===== src/rtl/adder4_pkg.sv =====
// Shared types and constants for the registered ripple-carry adder.
// Flag types exist only when ADDER4_FLAGS_EN is defined.
package adder4_pkg;

  localparam int ADDER4_WIDTH = 4;

  typedef struct packed {
    logic                    cout;
    logic [ADDER4_WIDTH-1:0] sum;
  } adder4_result_t;

`ifdef ADDER4_FLAGS_EN
  typedef struct packed {
    logic ovf;
    logic zero;
  } adder4_flags_t;
`endif

endpackage


===== src/rtl/adder4_reg_full_adder_cell.sv =====
// One-bit full adder cell; purely combinational building block of the ripple chain.
module full_adder_cell (
  input  logic a,
  input  logic b,
  input  logic ci,
  output logic s,
  output logic co
);

  assign s  = a ^ b ^ ci;
  assign co = (a & b) | (ci & (a ^ b));

endmodule


===== src/rtl/adder4_reg.sv =====
// Registered WIDTH-bit ripple-carry adder with carry in/out and a valid qualifier.
// Optional signed-overflow and zero flags are enabled by defining ADDER4_FLAGS_EN.
module adder4_reg
  import adder4_pkg::*;
#(
  parameter int WIDTH = ADDER4_WIDTH
) (
  input  logic             clk,
  input  logic             rst_n,
  input  logic             in_valid,
  input  logic [WIDTH-1:0] a,
  input  logic [WIDTH-1:0] b,
  input  logic             cin,
  output logic [WIDTH-1:0] sum,
  output logic             cout,
`ifdef ADDER4_FLAGS_EN
  output logic             ovf,
  output logic             zero,
`endif
  output logic             out_valid
);

  logic [WIDTH:0]   carry;
  logic [WIDTH-1:0] sum_comb;

  assign carry[0] = cin;

  for (genvar gi = 0; gi < WIDTH; gi++) begin : g_cell
    full_adder_cell u_cell (
      .a  (a[gi]),
      .b  (b[gi]),
      .ci (carry[gi]),
      .s  (sum_comb[gi]),
      .co (carry[gi+1])
    );
  end

  logic [WIDTH-1:0] sum_q, sum_d;
  logic             cout_q, cout_d;
  logic             out_valid_q, out_valid_d;

`ifdef ADDER4_FLAGS_EN
  adder4_flags_t flags_q, flags_d;
`endif

  // Result registers only load on a valid input, so idle operands never reach the outputs.
  always_comb begin
    sum_d       = sum_q;
    cout_d      = cout_q;
    out_valid_d = in_valid;
`ifdef ADDER4_FLAGS_EN
    flags_d     = flags_q;
`endif
    if (in_valid) begin
      sum_d  = sum_comb;
      cout_d = carry[WIDTH];
`ifdef ADDER4_FLAGS_EN
      flags_d.ovf  = carry[WIDTH] ^ carry[WIDTH-1];
      flags_d.zero = (sum_comb == '0);
`endif
    end
  end

  always_ff @(posedge clk) begin
    if (!rst_n) begin
      sum_q       <= '0;
      cout_q      <= 1'b0;
      out_valid_q <= 1'b0;
`ifdef ADDER4_FLAGS_EN
      flags_q     <= '0;
`endif
    end else begin
      sum_q       <= sum_d;
      cout_q      <= cout_d;
      out_valid_q <= out_valid_d;
`ifdef ADDER4_FLAGS_EN
      flags_q     <= flags_d;
`endif
    end
  end

  assign sum       = sum_q;
  assign cout      = cout_q;
  assign out_valid = out_valid_q;
`ifdef ADDER4_FLAGS_EN
  assign ovf       = flags_q.ovf;
  assign zero      = flags_q.zero;
`endif

endmodule


===== config.mk =====
export PLATFORM = sky130hd
export DESIGN_NAME = adder4_reg
export DESIGN_NICKNAME = d
export VERILOG_FILES = /design/src/rtl/adder4_pkg.sv /design/src/rtl/adder4_reg_full_adder_cell.sv /design/src/rtl/adder4_reg.sv
export SDC_FILE = /design/constraint.sdc
export NUM_CORES = 1
export LEC_CHECK = 0
export CORE_AREA = 2 2 39 41
export CTS_BUF_LIST = sky130_fd_sc_hd__clkbuf_8
export DETAILED_ROUTE_END_ITERATION = 10
export DIE_AREA = 0 0 41 43
export REMOVE_ABC_BUFFERS = 1
export SETUP_SLACK_MARGIN = 0.4
export SYNTH_ARGS = -nofsm -noshare
export SYNTH_HDL_FRONTEND = slang
export SYNTH_HIERARCHICAL = 1
export SYNTH_SLANG_ARGS = --single-unit
export TNS_END_PERCENT = 20

===== constraint.sdc =====
create_clock -name clk -period 5.5 [get_ports clk]
set_clock_uncertainty 0.1 [all_clocks]
set_input_delay 1.1 -clock clk [delete_from_list [all_inputs] [get_ports clk]]
set_output_delay 1.1 -clock clk [all_outputs]
set_load 0.02 [all_outputs]

Yosys cells after proc, flatten, opt, wreduce, memory -nomap -nowiden
Index checks and enable logic that the tools add are counted.
{ "word_totals": {"out_inout_bits": 6, "wordCells": 23, "in_bits": 12, "regBits": 6} }
{ "classes": {"bitwise": 20} }
{ "ops": {"columns": ["cell", "n"], "rows": [
  ["1-bit AND", 8],
  ["1-bit XOR", 8],
  ["1-bit bitwise OR", 4]
]} }

Logic depth before layout (Yosys ltp)
Gate-level depths: netlist of run 1.
{ "depth": {"ltp_word": 9, "ltp_mapped": 6, "depth_no_buf": 6} }

Cells and area by module
Netlist of run 1, hierarchy kept.
{ "modules_own_cells": {"columns": ["module", "cells_each", "area_per_inst_um2", "seq_area_each_um2", "n_inst"], "rows": [
  ["adder4_reg", 18, 220.2, 120.1, 1],
  ["full_adder_cell", 1, 20.0, 0.0, 4]
]} }

Worst setup path after synthesis of run 1
OpenSTA, ideal clock, no wires.
{ "synth_path": {"kind": "input to register", "startpoint": "input port a[0]", "endpoint": "register sum_q[3] (netlist: sum[3])", "slack_ns": 2.406, "path_buffers": 0, "t_required_ns": 5.284, "t_arrival_ns": 2.878, "path_stages": 6, "setup_ns": 0.116, "cell_sequence": "fa_1 > fa_1 > fa_1 > fa_1 > mux2i_1 > nor2b_1"} }
{ "synth_between": {"elab_chain_cells": 8, "word_cells_on_any_way": 9, "classes_between": "bitwise: 9"} }
{ "synth_lines": {"columns": ["element", "line_no", "rtl"], "rows": [
  ["from (decl)", "adder4_reg.sv:11", "input logic [WIDTH-1:0] a,"],
  ["1-bit XOR", "adder4_reg_full_adder_cell.sv:11", "assign co = (a & b) | (ci & (a ^ b));"],
  ["1-bit AND", "adder4_reg_full_adder_cell.sv:11", null],
  ["1-bit bitwise OR (*)", "adder4_reg_full_adder_cell.sv:11", null],
  ["1-bit AND (*)", "adder4_reg_full_adder_cell.sv:11", null],
  ["1-bit bitwise OR (*)", "adder4_reg_full_adder_cell.sv:11", null],
  ["via carry[2]", "adder4_reg.sv:23", "logic [WIDTH:0] carry;"],
  ["1-bit AND (*)", "adder4_reg_full_adder_cell.sv:11", null],
  ["1-bit bitwise OR (*)", "adder4_reg_full_adder_cell.sv:11", null],
  ["via carry[3]", "adder4_reg.sv:23", null],
  ["1-bit XOR (*)", "adder4_reg_full_adder_cell.sv:10", "assign s = a ^ b ^ ci;"],
  ["via sum_comb[3]", "adder4_reg.sv:24", "logic [WIDTH-1:0] sum_comb;"],
  ["to (signal assigned)", "adder4_reg.sv:73", "sum_q <= sum_d;"],
  ["to (decl)", "adder4_reg.sv:38", "logic [WIDTH-1:0] sum_q, sum_d;"]
]} }
The timed path passes the listed nets; every way through them passes the cells marked *.
A chain may end at the register's enable or synchronous reset.

Worst setup path after layout of run 1
{ "layout_path": {"startpoint": "input port a[0]", "endpoint": "register sum_q[3] (netlist: sum[3])"} }
{ "layout_between": {"elab_chain_cells": 8, "word_cells_on_any_way": 9, "classes_between": "bitwise: 9"} }
{ "layout_lines": {"columns": ["element", "line_no"], "rows": [
  ["1-bit XOR", "adder4_reg_full_adder_cell.sv:11"],
  ["1-bit AND", "adder4_reg_full_adder_cell.sv:11"],
  ["1-bit bitwise OR (*)", "adder4_reg_full_adder_cell.sv:11"],
  ["via carry[1]", "adder4_reg.sv:23"],
  ["1-bit AND (*)", "adder4_reg_full_adder_cell.sv:11"],
  ["1-bit bitwise OR (*)", "adder4_reg_full_adder_cell.sv:11"],
  ["via carry[2]", "adder4_reg.sv:23"],
  ["1-bit AND (*)", "adder4_reg_full_adder_cell.sv:11"],
  ["1-bit bitwise OR (*)", "adder4_reg_full_adder_cell.sv:11"],
  ["via carry[3]", "adder4_reg.sv:23"],
  ["1-bit XOR (*)", "adder4_reg_full_adder_cell.sv:10"],
  ["via sum_comb[3]", "adder4_reg.sv:24"]
]} }
Marked as above.

==> results.yml, run 1 <==
clock_network:
  clk_root_buffer_cell: "clkbuf_8"
  post_cts_buffers: 0
  numCtsBuffers: 3
  clk_latency_ns: 0.22
  path_clk_slew_ns: 0.03
  cts_tree: "done"
  cts_resized: 0
  clk_path_buf_depth: 2
  ctsHoldBuffers: 0
  clock-sinks: 6
  cts_max_level: 1
global_route:
  use_met3: 0.0995
  grt_max_degree: 7
  use_met1: 0.0749
  grt_antenna_before_repair: 0
  grt_pass1_vias: 245
  gr-max-usage-layer: "met2"
  grt_pass1_wl_um: 938
  grt_use_met2: 0.116
  grt_use_total: 0.0917
  grt-ovfl-total: 0
logic_synthesis:
  synth_edf_count: 0
  synthTopCellsByCount: "dfxtp_1 (6), mux2i_1 (5), nor2b_1 (5)"
  yosys.area.top_type_share: 0.400
  synth_ff_type: "dfxtp_1"
  yosysMostFrequentCell: "dfxtp_1"
  ys_types: 6
  synthMuxAreaShare: 0.167
  synth_fa_ha_area_frac: 0.267
  synth_compound_area_frac: 0
  synth_xor_area_frac: 0
  synth-simple-area-share: 0.129
  synth_area_leaders: "dfxtp_1 (40%), fa_1 (27%), mux2i_1 (17%)"
  synth_seq_cells: 6
  yosys_warnings: 6
  synth_top_family_by_area: "adder cells"
  netlist_instances: 22
  synthArstFlopShare: 0
  yosysSeqAreaShare: 0.400
  synth_top_cell_by_area: "dfxtp_1"
  synth_area_per_cell_um2: 13.6
  syn_area_um2: 300
setup_path:
  r2r-start: "sum[0]$_SDFFE_PN0P_"
  endpoint: "sum[3]$_SDFFE_PN0P_"
  cp.arrival_ns: 3.38
  reg2reg_depth: 2
  startpoint_type: "primary input"
  endpoint_kind: "flop"
  worstSetupStartpoint: "a[0]"
  worstPathMaxFanout: 1
  path_class: "in2reg"
  worstPathRequired_ns: 5.51
  r2r_end: "sum[0]$_SDFFE_PN0P_"
  ff2ff_setup_slack_ns: 4.80
die:
  core_mm2: 0.00138
  die_area_mm2: 0.00176
  rows: 14
  die_h_um: 43
  start_util: 0.217
  die_x_um: 41
  io_pins: 18
detailed_routing:
  routed_wirelength_um: 602
  post_drt_via_cell_ratio: 4.11
  drt_iter0_markers: 0
  vias: 234
  dr.pass1.iters: 1
  wl_per_cell_um: 10.6
  drc: 0
  drtAntennaViolNets: 0
power_and_ir_drop:
  power.density_mw_per_mm2: 287
  max-vdd-ir-drop_v: 0.000158
  p_leak_uw: 0.000206
sta:
  hold_viol_final: 0
  finalCritPeriodShare: 0.613
  setup_ws_ns: 2.13
  maxSlewHeadroom: 0.794
  tightestPinTransition_ns: 0.309
  rsz0062_at_grt: "false"
  setup_tns_ns: 0
  setup_viol: 0
  period_needed_ns: 3.37
  drv_slew: 0
  fmax_ghz: 0.297
  holdWs_ns: 0.410
finish:
  fin_util: 0.376
  drive_gt1_frac: 0.0976
  design_area_um2: 520
  antennaDiodeCount: 0
  num-nets-final: 59
  layout.area.seq_um2: 120
  multi_input_area_um2: 169
  fill_cells: 143
  area_growth_pct: 73.3
placement:
  pre_cts_ws_ns: 1.87
  numPortBuffers: 17
  place_congestion: 0.601
  place.detailed.hpwl_um: 497
  post_dp_cell_area_um2: 479
flow_run:
  drv_cap: 0
status:
  status: "finished, final reports clean"
hold_path:
  hold_class: "reg2reg"
==> worst min-delay path by stage <==
stage / from / to / slack, ns / cells after the start
3_3_place_gp: sum[0]$_SDFFE_PN0P_ / sum[0]$_SDFFE_PN0P_ / 0.40 / 2
3_5_place_dp: sum[1]$_SDFFE_PN0P_ / sum[1]$_SDFFE_PN0P_ / 0.40 / 2
5_1_grt: sum[1]$_SDFFE_PN0P_ / sum[1]$_SDFFE_PN0P_ / 0.44 / 2
4_1_cts: sum[1]$_SDFFE_PN0P_ / sum[1]$_SDFFE_PN0P_ / 0.41 / 2
2_1_floorplan: cout$_SDFFE_PN0P_ / cout$_SDFFE_PN0P_ / 0.49 / 2
6_report: sum[1]$_SDFFE_PN0P_ / sum[1]$_SDFFE_PN0P_ / 0.41 / 2
==> report_power, final <==
group / internal, µW / leakage [µW] / switching [µW]
logic: 20.5 / 0.000135 / 14.4
clock network: 46.9 / 0.0000216 / 17.8
registers: 47.8 / 0.0000496 / 1.70
total: 115 / 0.000206 / 33.9
==> critical path: stages <==
cell,delay [ns]
clkdlybuf4s50_1,0.43
fa_1,0.44
fa_1,0.39
fa_1,0.38
fa_1,0.43
mux2i_1,0.15
nor2b_1,0.06
==> cell families (layout without fill, tap and decap cells) <==
logic type / count (synthesis) / count (layout)
multiplexers: 5 / 5
AND/OR/NAND/NOR: 6 / 6
flip-flops: 6 / 6
adder cells (fa/ha/maj): 4 / 4
buffers and inverters: 1 / 20
==> placed cells by master, fill, tap and decap left out <==
cell type | Yosys | layout
clkdlybuf4s50_1 | 0 | 17
dfxtp_1 | 6 | 6
mux2i_1 | 5 | 5
nor2b_1 | 5 | 5
fa_1 | 4 | 4
clkbuf_8 | 0 | 3
and2_2 | 1 | 1
==> area by class of cell <==
| type | instances | area share |
|---|---|---|
| repair buffers | 17 | 0.327 |
| multi-input cells | 15 | 0.325 |
| flip-flops and latches | 6 | 0.231 |
| clock buffers | 3 | 0.0793 |
| well taps | 16 | 0.0385 |
==> flip-flops by register name (all words and copies together), names as in the netlist <==
register   count
sum            4
out_valid      1
cout           1
==> metrics by stage <==
step,instances,power (µW)
after global routing,57,159
final,57,149
after floorplan,21,65.2
after CTS,57,154
after detailed placement,54,86.0
after global placement,54,85.5
==> metal layers <==
metal | wire length, µm | up-vias | part of all wire
met4 | 13 | 0 | 0.022
li1 | - | 108 | -
met2 | 238 | 20 | 0.40
met5 | 0 | - | 0
met3 | 134 | 2 | 0.22
met1 | 215 | 104 | 0.36
Power figures use the tool's default switching activity.
==> run 2: changes to the inputs <==
clock period = 3.37 ns   (was 5.5 ns; I/O delays follow)
==> results.yml, run 2 (synthesized netlist as in run 1, its figures left out) <==
placement:
  numPortBuffers: 17
  place_congestion: 0.591
  post_dp_cell_area_um2: 479
finish:
  fill_cells: 129
  fin_util: 0.382
  mostFrequentLayoutCell: "clkdlybuf4s50_1"
  layout.area.seq_um2: 120
  num-nets-final: 59
  drive_gt1_frac: 0.171
  design_area_um2: 528
  largest_register_ffs: 4
  antennaDiodeCount: 0
  area_growth_pct: 75.8
  multi_input_area_um2: 176
  final_cell_mix: "clkdlybuf4s50_1 (17), dfxtp_1 (6), mux2i_1 (5), nor2b_1 (5)"
clock_network:
  cts_tree: "done"
  numCtsBuffers: 3
  cts_max_level: 1
  cts_resized: 0
  ctsHoldBuffers: 0
  path_clk_slew_ns: 0.04
  clk_root_buffer_cell: "clkbuf_8"
  post_cts_buffers: 0
  clock-sinks: 6
  clk_latency_ns: 0.22
  clk_path_buf_depth: 2
detailed_routing:
  wl_per_cell_um: 10.5
  dr.pass1.iters: 1
  post_drt_via_cell_ratio: 3.86
  drt_iter0_markers: 0
  drc: 0
  routed_wirelength_um: 598
  drtAntennaViolNets: 0
  vias: 220
die:
  die_x_um: 41
  rows: 14
  core_mm2: 0.00138
  io_pins: 18
  die_area_mm2: 0.00176
  start_util: 0.217
  die_h_um: 43
sta:
  finalCritPeriodShare: 0.833
  maxSlewHeadroom: 0.784
  fmax_ghz: 0.356
  drv_slew: 0
  hold_viol_final: 0
  tightestPinTransition_ns: 0.323
  rsz0062_at_grt: "false"
  period_needed_ns: 2.81
  holdWs_ns: 0.424
  setup_viol: 0
  setup_tns_ns: 0
power_and_ir_drop:
  max-vdd-ir-drop_v: 0.000197
  power.density_mw_per_mm2: 464
  total_power_uw: 245
  p_leak_uw: 0.000204
setup_path:
  endpoint_kind: "flop"
  r2r-start: "sum[0]$_SDFFE_PN0P_"
  r2r_end: "sum[0]$_SDFFE_PN0P_"
  ff2ff_setup_slack_ns: 2.65
  path_class: "in2reg"
  startpoint_type: "primary input"
  worstPathRequired_ns: 3.38
  worstPathMaxFanout: 1
  cp.arrival_ns: 2.82
  reg2reg_depth: 2
global_route:
  grt_antenna_before_repair: 0
  grt_max_degree: 7
  grt-ovfl-total: 0
  grt_pass1_vias: 248
  grt_use_total: 0.0875
  grt_pass1_wl_um: 993
status:
  status: "finished, final reports clean"
hold_path:
  min_path_cells: 2
  hold_class: "reg2reg"
  min_from: "sum[1]$_SDFFE_PN0P_"
  min_to: "sum[1]$_SDFFE_PN0P_"
flow_run:
  drv_cap: 0
==> run 2: layer usage <==
layer / vias up / global-route usage / routed length [µm]
li1: 109 / - / -
met2: 18 / 0.122 / 228
met5: - / 0 / 0
met1: 93 / 0.100 / 266
met4: 0 / 0.0400 / 0
met3: 0 / 0.0576 / 104
==> run 2: worst max-delay path, stage by stage <==
cell,delay (ns)
clkdlybuf4s50_1,0.44
fa_2,0.39
fa_2,0.34
fa_2,0.34
fa_1,0.43
mux2i_1,0.14
nor2b_1,0.06
==> run 2: through the flow <==
| stage | worst slack [ns] | instances |
|---|---|---|
| 2_1_floorplan | 0.702 | 21 |
| 3_3_place_gp | 0.206 | 54 |
| 3_5_place_dp | 0.180 | 54 |
| 4_1_cts | 0.411 | 57 |
| 5_1_grt | 0.418 | 57 |
| 6_report | 0.561 | 57 |
==> run 2: worst max path at each step <==
stage	from	slack (ns)	to	cells after the start
after floorplan	a[0]	0.70	sum[3]$_SDFFE_PN0P_	6
after global placement	a[0]	0.21	sum[3]$_SDFFE_PN0P_	7
after detailed placement	a[0]	0.18	sum[3]$_SDFFE_PN0P_	7
after CTS	a[0]	0.41	sum[3]$_SDFFE_PN0P_	7
after global routing	a[0]	0.42	sum[3]$_SDFFE_PN0P_	7
final	a[0]	0.56	sum[3]$_SDFFE_PN0P_	7
==> run 2: cell type report <==
type                       count  share of cell area
clock buffer                   3              0.0782
multi-input combinational     15               0.334
sequential                     6               0.227
tap                           16              0.0379
timing repair buffer          17               0.322
==> run 2: where the power goes <==
part | switching (µW) | internal, µW
clock | 28.8 | 76.6
combinational | 24.0 | 34.3
sequential | 3.22 | 78.1
total | 56.1 | 189
